File: config.mk
export PLATFORM = sky130hd
export DESIGN_NAME = prio_arbiter_8
export DESIGN_NICKNAME = d
export VERILOG_FILES = /design/src/rtl/prio_arbiter_8.sv
export SDC_FILE = /design/constraint.sdc
export NUM_CORES = 1
export LEC_CHECK = 0
export CORE_MARGIN = 5
export CORE_UTILIZATION = 52
export CTS_CLUSTER_DIAMETER = 200
export DETAILED_ROUTE_END_ITERATION = 12
export PLACE_DENSITY_LB_ADDON = 0.12
export SYNTH_ARGS = -nofsm -noshare
export SYNTH_HDL_FRONTEND = slang
export SYNTH_SLANG_ARGS = --single-unit
File: constraint.sdc
create_clock -name clk -period 2.75 [get_ports clk]
set_clock_uncertainty 0.2 [all_clocks]
set_input_delay 0.275 -clock clk [delete_from_list [all_inputs] [get_ports clk]]
set_output_delay 0.275 -clock clk [all_outputs]
set_load 0.1 [all_outputs]
File: src/rtl/prio_arbiter_8.sv
// rtl/prio_arbiter_8.sv - 8-way registered-grant arbiter with hold timeout; PRIO_ARB_ROUND_ROBIN_EN selects round-robin search
module prio_arbiter_8 #(
    parameter int MAX_HOLD = 16,
    parameter int CNT_W    = 5
) (
    input  logic       clk,
    input  logic       rst_n,
    input  logic [7:0] req,
    output logic [7:0] gnt,
    output logic [2:0] gnt_idx,
    output logic       gnt_valid,
    output logic       timeout
);

    typedef enum logic {
        IDLE = 1'b0,
        BUSY = 1'b1
    } state_t;

    localparam bit               TIMEOUT_EN = (MAX_HOLD != 0);
    localparam logic [CNT_W-1:0] HOLD_MAX   = CNT_W'(MAX_HOLD);
    localparam logic [CNT_W-1:0] HOLD_LAST  = CNT_W'(MAX_HOLD - 1);

    state_t           state;
    logic [CNT_W-1:0] hold_cnt;
    logic [7:0]       mask;

    logic [7:0]       eff;
    logic             win_any;
    logic [2:0]       win_idx;
    logic             owner_req;
    logic             timeout_hit;

    assign eff         = req & ~mask;
    assign owner_req   = req[gnt_idx];
    assign timeout_hit = TIMEOUT_EN && owner_req && (hold_cnt == HOLD_LAST);

`ifdef PRIO_ARB_ROUND_ROBIN_EN
    logic [2:0] last_idx;
    logic [2:0] cand;

    // Search begins one past the previous winner and wraps; first hit wins.
    always_comb begin
        win_any = 1'b0;
        win_idx = 3'd0;
        cand    = 3'd0;
        for (int k = 0; k < 8; k++) begin
            cand = last_idx + 3'(k) + 3'd1;
            if (!win_any && eff[cand]) begin
                win_any = 1'b1;
                win_idx = cand;
            end
        end
    end
`else
    // Ascending scan so the highest set bit is the last one written.
    always_comb begin
        win_any = 1'b0;
        win_idx = 3'd0;
        for (int i = 0; i < 8; i++) begin
            if (eff[i]) begin
                win_any = 1'b1;
                win_idx = 3'(i);
            end
        end
    end
`endif

    always_ff @(posedge clk or negedge rst_n) begin
        if (!rst_n) begin
            state     <= IDLE;
            gnt       <= 8'h00;
            gnt_idx   <= 3'd0;
            gnt_valid <= 1'b0;
            timeout   <= 1'b0;
            hold_cnt  <= '0;
            mask      <= 8'h00;
`ifdef PRIO_ARB_ROUND_ROBIN_EN
            last_idx  <= 3'd7;
`endif
        end else begin
            timeout <= 1'b0;
            case (state)
                IDLE: begin
                    mask     <= 8'h00;
                    hold_cnt <= '0;
                    if (win_any) begin
                        state     <= BUSY;
                        gnt       <= 8'd1 << win_idx;
                        gnt_idx   <= win_idx;
                        gnt_valid <= 1'b1;
`ifdef PRIO_ARB_ROUND_ROBIN_EN
                        last_idx  <= win_idx;
`endif
                    end
                end
                BUSY: begin
                    if (hold_cnt != HOLD_MAX) begin
                        hold_cnt <= hold_cnt + 1'b1;
                    end
                    // Release takes precedence over a coincident timeout.
                    if (!owner_req) begin
                        state     <= IDLE;
                        gnt       <= 8'h00;
                        gnt_valid <= 1'b0;
                    end else if (timeout_hit) begin
                        state     <= IDLE;
                        gnt       <= 8'h00;
                        gnt_valid <= 1'b0;
                        timeout   <= 1'b1;
                        mask      <= 8'd1 << gnt_idx;
                    end
                end
                default: begin
                    state <= IDLE;
                end
            endcase
        end
    end

endmodule

== Word level (Yosys, flattened, before mapping) ==
Index checks and enable logic that the tools add are counted.
W data, S select, Z words.

* Register bits after elaboration: 27
* Input bits: 10
* Output and inout port bits: 13
* Word-level logic and storage cells: 62

* Add/subtract/negate cells: 1
* Order comparisons: 1
* Eq/ne operators: 7
* Shift-type cells: 2
* Multiplexer cells: 37
* Bitwise operators: 3
* Reductions and logical operators: 4

{| class="wikitable"
|+ Operators with widths
! cell !! number
|-
| $mux W8 || 5
|-
| $pmux W8 S2 || 2
|-
| $mux W1 || 19
|-
| $mux W3 || 6
|-
| $shl A1 B3 Y8 const A || 2
|-
| $pmux W5 S2 || 1
|-
| $and A8 B8 Y8 || 1
|-
| $not A8 Y8 || 1
|-
| $ne A2 B1 Y1 const B || 3
|-
| $reduce_and A2 Y1 || 3
|-
| $add A5 B1 Y5 const B || 1
|-
| $eq A5 B4 Y1 const B || 1
|-
| $mux W5 || 1
|-
| $ne A5 B5 Y1 const B || 1
|-
| $lt A3 B4 Y1 const B || 1
|-
| $pmux W1 S2 || 2
|-
| $bmux W1 S3 || 1
|-
| $ne A3 B2 Y1 const B || 1
|-
| $ne A2 B2 Y1 const B || 1
|-
| $logic_and A1 B1 Y1 || 1
|-
| $not A1 Y1 || 1
|}

== Logic depth before layout (Yosys ltp) ==
* Depth in word-level cells: 12
* Depth in mapped cells: 7
* Depth with buffers taken out: 7

== Least setup slack after synthesis ==
No wires, ideal clock.

* Kind: register to register
* Start point: reg gnt_idx[1]
* End point: reg mask[2]
* Library setup time: 0.121 ns
* Arrival: 2.085 ns
* Required time: 2.429 ns
* Setup slack: 0.344 ns
* Cell stages (with the launch flop): 7
* Buffers on the path: 1
* Clock period less this slack: 2.406 ns
* Path through: dfrtp_1 > buf_4 > mux2i_1 > a21boi_1 > and4_4 > and2_4 > a22o_1

* Cells in the longest elaborated chain, start to end: 5
* Elaborated cells between the ends (all ways): 10
* Those cells by class: eq/ne: 2; shift: 1; mux: 5; reduce/logical: 2

{| class="wikitable"
|+ RTL lines
! what !! line !! RTL
|-
| start, declared || 10 || <nowiki>output logic [2:0] gnt_idx,</nowiki>
|-
| start signal, assigned || 90 || <nowiki>gnt_idx <= win_idx;</nowiki>
|-
| $bmux W1 S3 || 35 || <nowiki>assign owner_req = req[gnt_idx];</nowiki>
|-
| $mux W1 (not written as such) || 35 ||
|-
| $logic_and A1 B1 Y1 || 36 || <nowiki>assign timeout_hit = TIMEOUT_EN && owner_req && (hold_cnt == HOLD_LAST);</nowiki>
|-
| $ne A2 B1 Y1 (no source line) || n/a ||
|-
| $reduce_and A2 Y1 (no source line) || n/a ||
|-
| end signal, assigned || 111 || <nowiki>mask <= 8'd1 << gnt_idx;</nowiki>
|-
| end, declared || 26 || <nowiki>logic [7:0] mask;</nowiki>
|}

Parallel ways exist; a longest one is shown, timed or not. The select of a mux whose other input is x is not followed.
A chain may end at the register's enable or synchronous reset.

== Worst setup path after layout ==
* Start point: reg hold_cnt[0]
* End point: reg mask[6]

* Cells in the longest elaborated chain, start to end: 4

{| class="wikitable"
|+ RTL lines
! what !! line !! RTL
|-
| start, declared || 25 || <nowiki>logic [CNT_W-1:0] hold_cnt;</nowiki>
|-
| start signal, assigned || 99 || <nowiki>hold_cnt <= hold_cnt + 1'b1;</nowiki>
|-
| $eq A5 B4 Y1 || 36 ||
|-
| $logic_and A1 B1 Y1 || 36 ||
|-
| $ne A2 B1 Y1 (no source line) || n/a ||
|-
| $reduce_and A2 Y1 (no source line) || n/a ||
|}

Every way passes these cells.

==> results_dict.tcl <==
set metrics [dict create \
    grt_max_degree 28 \
    syn2layout_area_growth_pct 18.2 \
    synth.distinct_cells 44 \
    rows 18 \
    ys_seq_area_share_pct 48.4 \
    synth_fp_nets 136 \
    dp_cells 175 \
    cts_setup_buffers 0 \
    grt_first_pass_wirelength_um 4830 \
    cts_resized 0 \
    die_h_um 61.8 \
    synthTopCellsByArea "dfrtp_1 (48%), a22o_1 (6.3%), mux2i_1 (2.9%)" \
    cp_slowest_stage_delay_ns 0.44 \
    crit_chain "ha_1 -> and3_1 -> ha_1 -> a21boi_1 -> and4_4 -> and2_4 -> a22o_1" \
    design.core.area_mm2 0.00252 \
    gp_congestion 0.870 \
    period_needed_ns 2.14 \
    async_reset_ff_share_pct 100 \
    end_kind "flip-flop" \
    cts_root_buf "clkbuf_4" \
    clockBufferDepth 2 \
    drc_errors 0 \
    regArea_um2 676 \
    cts-hold-fix-buffers 0 \
    cp_top_family "simple AND/OR/NAND/NOR gates" \
    path_clk_slew_ns 0.14 \
    port_buffers 22 \
    setup_tns_ns 0 \
    power.density_mw_per_mm2 950 \
    synth_compound_area_share_pct 21.7 \
    cts_made_buffers 3 \
    slew_violations 0 \
    cts_tree "done" \
    diodes 0 \
    num-fill-cells 204 \
    routed_via_density 5.85 \
    initial_utilization_pct 55.4 \
    grtUsageTotal_pct 17.7 \
    worst_hold_slack_ns 0.0926 \
    routedWlPerCell_um 16.6 \
    min_path_type "input port to async pin" \
    synth_xor_area_share_pct 1.88 \
    die_width_um 61.8 \
    yosys.area_share.simple_pct 18.4 \
    crit_required_ns 2.78 \
    multi_input_area_um2 678 \
    clk_latency_ns 0.33 \
    setup_ws_ns 0.613 \
    critical_path_class "flip-flop to flip-flop" \
    worst_setup_path_start_kind "flip-flop" \
    synth_area_per_cell_um2 11.4 \
    die_area_mm2 0.00382 \
    synth_ff_type "dfrtp_1" \
    p_total_mw 1.57 \
    synth_top_area_cell "dfrtp_1" \
    p_leak_nw 0.777 \
    fin_cells 179 \
    rsz0062_at_grt "no" \
    cpMaxStageDelayCell "dfrtp_1" \
    peakVddDrop_mv 0.821 \
    synth_edf_count 0 \
    num_vias 1047 \
    max_slew_margin_pct 70.0 \
    tightest_slew_ns 0.449 \
    yosysMostFrequentCell "dfrtp_1" \
    synth_top_family_by_area "compound AO/OA/AOI/OAI gates" \
    syn_area_mm2 0.00140 \
    grt_pass1_vias 1042 \
    finalNetCount 163 \
    cts_sinks 27 \
    drt-initial-drc-count 48 \
    first_pass_iters 4 \
    drive_gt1_share_pct 22.8 \
    max_freq_mhz 468 \
    yosys.area.top_type_share_pct 48.4 \
    syn_inst 123 \
    critPathBufInv 0 \
    io_pins 23 \
    cp.arrival_ns 2.17 \
    worstPathMaxFanout 4 \
    synth_commonest_cells "dfrtp_1 (27), a22o_1 (10), nor2_1 (9)" \
    synthAdderAreaFrac_pct 2.69 \
    min_period_over_period_pct 77.7 \
    final-hold-violation-count 0 \
    synth_warnings 0 \
    hpwl_um 2260 \
    crit_top_cell "ha_1" \
    synth-seq-cells 27 \
    gr-total-overflow 0 \
    outcome "finished, final reports clean" \
    dp_slack_ns 0.542 \
    maxCapViolCount 0 \
    htreeDepth 1 \
    antenna_found_initial 0 \
    wl_um 2970 \
    finalSetupViolCount 0 \
    ant_nets 0 \
    synthMuxAreaShare_pct 3.94 \
]
stage by stage:
step,area [um2],utilization (%)
global placement,1620,64.4
floorplan,1400,-
detailed placement,1620,64.4
global route,1650,65.4
finish,1650,65.4
CTS,1650,65.4
flip-flops by register name, indices dropped and copies added, names as in the netlist:
signal,flops
gnt_idx,3
mask,8
timeout,1
gnt_valid,1
state,1
gnt,8
hold_cnt,5
routing by layer:
layer | up-vias | GRT usage, % | part of all wire (%)
met5 | - | 0 | 0
met4 | 0 | 9.09 | 1.8
met3 | 4 | 3.10 | 5.1
met2 | 31 | 26.3 | 46
met1 | 515 | 24.9 | 47
li1 | 497 | - | -
cells in the final DEF (no fill, tap or decap), types with 2 or more instances in the layout:
cell / instances
dfrtp_1: 27
o21ai_1: 2
mux2i_1: 4
a21oi_1: 7
nand2_1: 3
a32o_1: 2
nor2_1: 9
nor2b_1: 5
clkdlybuf4s50_1: 9
ha_1: 3
a22o_1: 10
inv_1: 6
and3_1: 2
or2_1: 2
clkbuf_4: 3
nand3_1: 3
and4_4: 2
buf_4: 15
o21ai_0: 5
nand2b_1: 2
xor2_1: 2
o2bb2ai_1: 2
worst register-to-register path, delay by kind of cell, from the launching register on:
family,cells,cell delay [ns]
AND/OR/NAND/NOR,3,0.59
flip-flops,1,0.44
adder cells (fa/ha/maj),2,0.44
AO/OA/AOI/OAI,2,0.38
final timing paths:
path,from,endpoint,slack (ns),depth (start not counted)
hold / removal,rst_n,timeout$_DFF_PN0_,0.09,2
setup reg to reg,hold_cnt[0]$_DFFE_PN0P_,mask[6]$_DFFE_PN0P_,0.61,7
max in group asynchronous,rst_n,hold_cnt[3]$_DFFE_PN0P_,1.99,2
min in group clk,gnt[6]$_DFFE_PN0P_,gnt[6]$_DFFE_PN0P_,0.30,1
setup / recovery,hold_cnt[0]$_DFFE_PN0P_,mask[6]$_DFFE_PN0P_,0.61,7
hold reg to reg,gnt[6]$_DFFE_PN0P_,gnt[6]$_DFFE_PN0P_,0.30,1
area by class of cell:
cell class	instances	share of cell area, %
multi-input combinational	86	41.1
tap	30	2.27
clock buffer	4	1.59
inverter	8	1.82
sequential	27	40.9
timing repair buffer	24	12.3
logic make-up (layout without fill, tap and decap cells):
| family | after synthesis | count (layout) |
|---|---|---|
| DFF | 27 | 27 |
| adders and majority gates | 3 | 3 |
| xor gates and xnor gates | 3 | 3 |
| and+or+nand+nor | 39 | 39 |
| AOI/OAI and AO/OA | 36 | 36 |
| buffers and inverters | 10 | 36 |
| muxes | 5 | 5 |
where the power goes:
part	internal, mW	switching [mW]
Combinational	0.243	0.577
Sequential	0.471	0.105
Clock	0.0569	0.115
Note: power is estimated with default switching activity, not from simulation.
